--- src/rtl/operand_fetch_scoreboard.sv ---
// Issue-side operand fetch: register file read and write ports, same-cycle
// writeback forwarding, busy-bit scoreboard for RAW/WAW hazards, and a
// one-entry registered operand stage.
module operand_fetch_scoreboard #(
  parameter int unsigned DIR_WIDTH  = 5,
  parameter int unsigned DATA_WIDTH = 32
) (
  input  logic                  clk,
  input  logic                  arst_n,
  input  logic                  in_valid,
  output logic                  in_ready,
  input  logic [DIR_WIDTH-1:0]  in_rs1,
  input  logic [DIR_WIDTH-1:0]  in_rs2,
  input  logic [DIR_WIDTH-1:0]  in_rd,
  input  logic                  in_rd_we,
  output logic [DIR_WIDTH-1:0]  rf_read_dir1,
  output logic [DIR_WIDTH-1:0]  rf_read_dir2,
  input  logic [DATA_WIDTH-1:0] rf_read_data1,
  input  logic [DATA_WIDTH-1:0] rf_read_data2,
  output logic                  rf_write_en,
  output logic [DIR_WIDTH-1:0]  rf_write_dir,
  output logic [DATA_WIDTH-1:0] rf_write_data,
  input  logic                  wb_valid,
  input  logic [DIR_WIDTH-1:0]  wb_dir,
  input  logic [DATA_WIDTH-1:0] wb_data,
  output logic                  out_valid,
  input  logic                  out_ready,
  output logic [DATA_WIDTH-1:0] out_op1,
  output logic [DATA_WIDTH-1:0] out_op2,
  output logic [DIR_WIDTH-1:0]  out_rd,
  output logic                  out_rd_we,
  output logic                  stall
);

  localparam int unsigned NUM_REGS = 1 << DIR_WIDTH;

  logic [NUM_REGS-1:0]   busy_q;
  logic [NUM_REGS-1:0]   busy_d;
  logic                  rs1_zero;
  logic                  rs2_zero;
  logic                  rd_live;
  logic                  wb_live;
  logic                  wb_hit1;
  logic                  wb_hit2;
  logic                  wb_hit_rd;
  logic                  src1_ok;
  logic                  src2_ok;
  logic                  waw_ok;
  logic                  accept;
  logic [DATA_WIDTH-1:0] op1;
  logic [DATA_WIDTH-1:0] op2;

  // Register file ports pass straight through; register 0 is never written.
  assign rf_read_dir1  = in_rs1;
  assign rf_read_dir2  = in_rs2;
  assign rf_write_en   = wb_live;
  assign rf_write_dir  = wb_dir;
  assign rf_write_data = wb_data;

  // Hazard detection, forwarding and handshake.
  always_comb begin
    rs1_zero  = (in_rs1 == '0);
    rs2_zero  = (in_rs2 == '0);
    rd_live   = in_rd_we && (in_rd != '0);
    wb_live   = wb_valid && (wb_dir != '0);
    wb_hit1   = wb_valid && (wb_dir == in_rs1);
    wb_hit2   = wb_valid && (wb_dir == in_rs2);
    wb_hit_rd = wb_valid && (wb_dir == in_rd);

    op1 = rs1_zero ? '0 : (wb_hit1 ? wb_data : rf_read_data1);
    op2 = rs2_zero ? '0 : (wb_hit2 ? wb_data : rf_read_data2);

    src1_ok = rs1_zero || !busy_q[in_rs1] || wb_hit1;
    src2_ok = rs2_zero || !busy_q[in_rs2] || wb_hit2;
    waw_ok  = !rd_live || !busy_q[in_rd] || wb_hit_rd;

    in_ready = arst_n && src1_ok && src2_ok && waw_ok && (!out_valid || out_ready);
    accept   = in_valid && in_ready;
    stall    = in_valid && !in_ready;
  end

  // Scoreboard next state: writeback clears, accept sets, set wins.
  always_comb begin
    busy_d = busy_q;
    if (wb_live) begin
      busy_d[wb_dir] = 1'b0;
    end
    if (accept && rd_live) begin
      busy_d[in_rd] = 1'b1;
    end
    busy_d[0] = 1'b0;
  end

  // Scoreboard register.
  always_ff @(posedge clk or negedge arst_n) begin
    if (!arst_n) begin
      busy_q <= '0;
    end else begin
      busy_q <= busy_d;
    end
  end

  // One-entry operand stage; an accept while draining replaces the bundle.
  always_ff @(posedge clk or negedge arst_n) begin
    if (!arst_n) begin
      out_valid <= 1'b0;
      out_op1   <= '0;
      out_op2   <= '0;
      out_rd    <= '0;
      out_rd_we <= 1'b0;
    end else if (accept) begin
      out_valid <= 1'b1;
      out_op1   <= op1;
      out_op2   <= op2;
      out_rd    <= in_rd;
      out_rd_we <= in_rd_we;
    end else if (out_ready) begin
      out_valid <= 1'b0;
    end
  end

endmodule

--- config.mk ---
export PLATFORM = sky130hd
export DESIGN_NAME = operand_fetch_scoreboard
export DESIGN_NICKNAME = d
export VERILOG_FILES = /design/src/rtl/operand_fetch_scoreboard.sv
export SDC_FILE = /design/constraint.sdc
export NUM_CORES = 1
export LEC_CHECK = 0
export ABC_AREA = 0
export ABC_CLOCK_PERIOD_IN_PS = 2950
export CAP_MARGIN = 5
export CORE_MARGIN = 4
export CORE_UTILIZATION = 45
export CTS_BUF_LIST = sky130_fd_sc_hd__clkbuf_16
export DETAILED_ROUTE_END_ITERATION = 8
export PLACE_DENSITY = 0.9
export REMOVE_ABC_BUFFERS = 1
export SYNTH_ARGS = -nofsm -noshare
export SYNTH_HDL_FRONTEND = slang
export SYNTH_SLANG_ARGS = --single-unit
--- constraint.sdc ---
create_clock -name clk -period 2.95 [get_ports clk]
set_input_delay 0.295 -clock clk [delete_from_list [all_inputs] [get_ports clk]]
set_output_delay 0.295 -clock clk [all_outputs]
set_load 0.01 [all_outputs]
==> metrics.yaml, run 1 <==
cells_and_area:
  synthToLayoutAreaGrowth_pct: 44.3
  multiInputGateArea_mm2: 0.00318
  nets: 852
  n_fill_cell: 974
  final_util_pct: 67.5
  drive_gt1_share_pct: 22.2
  final_cells: 911
  diodes: 0
  seq_area_mm2: 0.00255
setup_path:
  slowest_stage: "clkdlybuf4s50_1"
  arrival_ns: 2.55
  crit_fanout: 10
  end_kind: "output port"
  crit_required_ns: 2.65
  rr_worst_depth: 7
  regToRegEndpoint: "out_op1[8]"
  crit_start: "in_rd[4]"
  crit_chain: "clkdlybuf4s50_1, or3_1, o31ai_1, a31oi_1, o21ai_1, nand2_1, o31a_1, dlygate4sd2_1"
  max_stage_delay_ns: 0.59
  critPathKind: "input port to output port"
  r2r_slack_ns: 0.28
  worstReg2RegStart: "busy_q[15]"
  cp-endpoint: "stall"
  cp-start-kind: "input port"
power:
  ir_worst_vdd_v: 0.000360
  power_density_mw_per_mm2: 551
  p_leak_nw: 3.86
  finalPower_w: 0.00501
floorplan:
  die_w_um: 126
  die_area_mm2: 0.0159
  core_mm2: 0.0135
  top_level_ports: 243
  initial_utilization_pct: 46.8
  rows: 42
  fp.dieH_um: 126
job:
  maxCapViolCount: 0
routing:
  dr_total_vias: 5458
  drc: 0
  routed_wl_um: 20100
  first_iter_violations: 338
  antenna_left: 0
  routed_via_density: 5.99
  wire_per_inst_um: 22.0
  dr.pass1.iters: 6
clocking:
  cts_resized: 5
  cts.sinks: 102
  htreeDepth: 3
  clk_pin_slew_worst_paths_ns: 0.07
  insertion_delay_ns: 0.35
  postCtsSetupBuffers: 0
  cts.path.max_buffers: 2
  hold_buffers: 0
  root_buffer: "clkbuf_16"
  cts_buffers: 9
  cts_tree: "built"
place:
  dp_hpwl_um: 15100
  place_congestion: 0.995
  place_ws_ns: -0.294
  dp_cells: 895
  placement.io_buffers: 242
sta:
  finalSetupViolCount: 0
  hold_viol_final: 0
  whs_ns: 0.0101
  worstMarginPinSlew_ns: 0.908
  period_share_pct: 96.4
  layout_min_cycle_time_ns: 2.85
  skew_ns: 0.00647
  rsz0062_at_grt: "false"
  slew_headroom_pct: 39.4
  fmax_mhz: 351
  maxSlewViolCount: 0
  setup_ws_ns: 0.105
logic_synthesis:
  synthXorXnorAreaFrac_pct: 2.09
  ys_types: 43
  ys_seq_elements: 102
  synth-edff-count: 0
  synth.area.top_cells: "dfrtp_1, mux2_4, a22o_1, mux4_2, buf_4"
  synth_area_mm2: 0.00630
  yosysTopAreaCellShare_pct: 40.5
  ys_warn_count: 0
  synth-compound-area-share_pct: 17.3
  yosysSeqAreaShare_pct: 40.5
  syn_avg_cell_area_um2: 12.0
  synth_top_family_by_area: "multiplexers"
  synth_ff_type: "dfrtp_1"
  ys_async_sr_fraction_pct: 100
  synth_mux_area_share_pct: 24.0
  synthCells: 524
  synth_largest_area_cell: "dfrtp_1"
  synth_simple_gate_area_share_pct: 6.42
  synth_fa_ha_area_share_pct: 0
global_routing:
  antenna_found_initial: 0
  grt_use_total_pct: 24.5
  grt_max_degree: 74
  overflow: 0
  first_global_vias: 5726
  grt_pass1_wl_um: 31200
status:
  status: "completed"
hold_path:
  hp-class: "input port to async pin"
[layout by cell type (no fill, tap or decap), drive strengths merged, types with 3 or more instances in the layout]
cell / n
dlygate4sd2: 4
clkinv: 4
inv: 5
buf: 45
mux2i: 8
clkdlybuf4s50: 237
xnor2: 3
a22o: 64
nand2: 8
nand3: 12
dfrtp: 102
nand2b: 5
mux4: 19
xor2: 12
o21ai: 33
mux2: 73
nor4: 3
o31ai: 32
clkbuf: 9
a31oi: 5
nand3b: 12
nor2: 8
or3b: 6
[power breakdown]
| part | switching, W | internal [W] |
|---|---|---|
| logic | 0.000691 | 0.00120 |
| registers | 0.000226 | 0.00172 |
| clock network | 0.000517 | 0.000652 |
[Yosys cell counts, types with 3 or more instances]
master / instances
inv_1: 4
buf_6: 7
xnor2_1: 3
mux4_2: 19
nand2_1: 8
buf_4: 47
nand2b_1: 5
mux2i_1: 8
nor2_1: 8
nand3_1: 12
xor2_1: 12
a22o_1: 64
mux2_4: 48
buf_2: 13
o21ai_0: 31
dfrtp_1: 102
mux2_2: 25
clkbuf_1: 23
o31ai_1: 32
nand3b_1: 12
or3b_2: 5
a31oi_1: 5
[critical path, delay by kind of cell]
kind / cells / cell delay (ns)
AND/OR/NAND/NOR: 2 / 0.58
buffers and inverters: 2 / 0.87
AO/OA/AOI/OAI: 4 / 0.80
[cells by family (layout without fill, tap and decap cells)]
group | after synthesis | in the layout
AND/OR/NAND/NOR | 66 | 66
buffers and inverters | 96 | 307
flip-flops | 102 | 102
XOR/XNOR | 15 | 15
multiplexers | 100 | 100
AO/OA/AOI/OAI | 145 | 145
[flip-flops by register name (all words and copies together) (netlist names)]
name / count
out_op1: 32
out_op2: 32
busy_q: 31
out_rd: 5
out_rd_we: 1
out_valid: 1
[metrics by stage]
step | area [um^2] | setup TNS, ns
floorplan | 5710 | -256.94
global placement | 8790 | -18.39
detailed placement | 8790 | -23.09
CTS | 9080 | 0
global route | 9080 | 0
finish | 9080 | 0
[final cells by class]
class                           instances  share of cell area, %
Sequential cell                       102                   28.1
Multi-Input combinational cell        326                   35.0
Clock buffer                            9                   2.48
Inverter                                5                  0.207
Clock inverter                          7                  0.730
Tap cell                              176                   2.42
Timing Repair Buffer                  286                   31.0
[layer usage]
metal / GRT usage (%) / wire length, um / up-vias / part of all wire (%)
li1: - / - / 2373 / -
met1: 29.3 / 7680 / 2723 / 38
met2: 42.1 / 10100 / 312 / 50
met4: 10.3 / 629 / 0 / 3.1
met3: 6.35 / 1710 / 50 / 8.5
met5: 0 / 0 / - / 0
[worst min path at each step]
stage,cells after the start,from,to
2_1_floorplan,0,arst_n,busy_q[10]
3_3_place_gp,2,arst_n,busy_q[5]
3_5_place_dp,2,arst_n,busy_q[5]
4_1_cts,2,arst_n,busy_q[5]
5_1_grt,2,arst_n,out_op1[28]
6_report,2,arst_n,busy_q[5]
(Power assumes the default switching activity.)
==> run 2, diff against run 1 <==
--- a/config.mk
+++ b/config.mk
@@ -17,3 +17,4 @@
 export SYNTH_ARGS = -nofsm -noshare
 export SYNTH_HDL_FRONTEND = slang
 export SYNTH_SLANG_ARGS = --single-unit
+export TNS_END_PERCENT = 20
==> results of run 2 <==
The final DEF is identical to that of run 1; final timing and power are the same.
==> run 3, diff against run 2 <==
==> constraint.sdc (replaced) <==
create_clock -name clk -period 2.95 [get_ports clk]
set_input_delay 0.4425 -clock clk [delete_from_list [all_inputs] [get_ports clk]]
set_output_delay 0.4425 -clock clk [all_outputs]
set_load 0.01 [all_outputs]
==> run 3 against run 2 <==
  * Worst setup slack got worse by 0.070 ns
  * Highest routed layer unchanged
  * Die area stayed put
  * Final cell count up 3.2%
  * Non-clock buffer count increased by 28
  * Worst hold slack better by 0.47 ns
  * Clock power increased by 8%
  * Sequential power about the same
  * Combinational power is 5% higher
  * Via count rose by 4.6%
  * Count of clock-buffer cells in the layout unchanged
  * Utilization grew 3.4 points
==> metrics.yaml, run 3 (synthesized netlist as in run 1, its figures left out) <==
setup_path:
  crit_family: "buffers and inverters"
  max_stage_delay_ns: 0.51
  crit_buf_inv: 3
  crit_chain: "clkdlybuf4s50_1, buf_6, mux4_2, a32oi_1, nand3_1, and4_4, o31a_1, buf_2"
  crit_fanout: 6
  worstReg2RegStart: "busy_q[7]"
  crit_required_ns: 2.51
  crit_start: "in_rs2[0]"
  cp-start-kind: "input port"
  end_kind: "output port"
  arrival_ns: 2.47
  slowest_stage: "mux4_2"
  critPathKind: "input port to output port"
status:
  status: "completed"
sta:
  rsz0062_at_grt: "true"
  maxSlewViolCount: 0
  hold_viol_final: 0
  period_share_pct: 98.8
  worstMarginPinSlew_ns: 0.727
  finalSetupViolCount: 0
  layout_min_cycle_time_ns: 2.92
  skew_ns: 0.0112
  fmax_mhz: 343
  slew_headroom_pct: 51.5
global_routing:
  first_global_vias: 5733
  grt_max_degree: 62
  grt_pass1_wl_um: 31600
  antenna_found_initial: 0
  grt_use_total_pct: 24.9
  overflow: 0
cells_and_area:
  final_util_pct: 70.9
  diodes: 0
  final_common_cell: "clkdlybuf4s50_1"
  layout_common_cells: "clkdlybuf4s50_1, dfrtp_1, a22o_1"
  top_regs: "out_op1 x32, out_op2 x32, busy_q x31"
  design_area_mm2: 0.00954
  n_fill_cell: 945
  nets: 882
  drive_gt1_share_pct: 27.1
  synthToLayoutAreaGrowth_pct: 51.5
floorplan:
  rows: 42
  fp.dieH_um: 126
  top_level_ports: 243
  die_area_mm2: 0.0159
  initial_utilization_pct: 46.8
  die_w_um: 126
  core_mm2: 0.0135
job:
  maxCapViolCount: 0
power:
  ir_worst_vdd_v: 0.000421
  p_comb_share_pct: 38.4
  p_leak_nw: 4.13
  p_int_w: 0.00371
  seq_power_share_pct: 37.3
  power.switching_w: 0.00147
  netSwitchingFraction_pct: 28.4
  p_clk_share_pct: 24.3
  finalPower_w: 0.00518
  power_density_mw_per_mm2: 543
clocking:
  cts.path.max_buffers: 2
  cts.sinks: 102
  cts_tree: "built"
  root_buffer: "clkbuf_16"
  clk_pin_slew_worst_paths_ns: 0.06
  insertion_delay_ns: 0.35
  htreeDepth: 3
  cts_buffers: 9
routing:
  antenna_left: 0
  dr.pass1.iters: 7
  wire_per_inst_um: 23.8
  routed_wl_um: 22300
  dr_total_vias: 5710
  routed_via_density: 6.07
  drc: 0
  first_iter_violations: 449
place:
  placed_area_mm2: 0.00888
  placement.io_buffers: 242
  place_congestion: 0.926
  dp_hpwl_um: 15200
hold_path:
  hp-class: "input port to async pin"
==> run 3: timing repair <==
action / CTS / global route
endpoints found under the setup margin: 84 / 103
hold buffers: 1 / 0
gates cloned: 0 / 13
endpoints found under the hold margin: 5 / 0
buffers inserted: 1 / 1
pin swaps: 2 / 4
resized for setup: 14 / 24
==> run 3: power by group through the flow <==
stage          combinational (W)  sequential, W  clock (W)
2_1_floorplan           0.000639        0.00205          0
3_3_place_gp             0.00188        0.00193          0
3_5_place_dp             0.00192        0.00195          0
4_1_cts                  0.00193        0.00193    0.00128
5_1_grt                  0.00209        0.00197    0.00134
6_report                 0.00199        0.00193    0.00126
==> run 3: metal layers <==
metal  GRT usage (%)  vias to the layer above  wire length, um
li1                -                     2435                -
met1            30.8                     2827             8550
met2            42.7                      379            11100
met3            6.56                       69             1970
met4            7.63                        0              680
met5               0                        -                0
==> run 3: path summary, 6_finish.rpt <==
| check | slack [ns] | endpoint | cells past startpoint |
|---|---|---|---|
| setup / recovery | 0.03 | stall | 8 |
| hold / removal | 0.48 | out_op2[21] | 2 |
| setup reg to reg | 0.12 | out_op2[25] | 9 |
| hold reg to reg | 0.51 | out_op2[5] | 1 |
| max in group asynchronous | 0.95 | busy_q[6] | 4 |
| min in group clk | 0.51 | out_op2[5] | 1 |
==> run 3: layout make-up <==
| type | instances | area [um^2] | share of cell area, % |
|---|---|---|---|
| Multi-Input combinational cell | 328 | 3260 | 34.2 |
| Timing Repair Buffer | 314 | 3170 | 33.3 |
| Sequential cell | 102 | 2550 | 26.8 |
| Clock buffer | 9 | 225 | 2.36 |
| Tap cell | 176 | 220 | 2.31 |
| Clock inverter | 6 | 86.3 | 0.905 |
| Inverter | 5 | 18.8 | 0.197 |
==> run 3: through the flow <==
stage	instances	setup WS, ns	TNS [ns]	hold slack, ns
floorplan	433	-2.77	-272.10	0.147
global placement	909	-0.534	-36.44	0.270
detailed placement	909	-0.575	-41.76	0.272
CTS	926	-0.0588	-2.29	0.465
global route	940	-0.0251	-0.0251	0.477
finish	940	0.0345	0	0.482
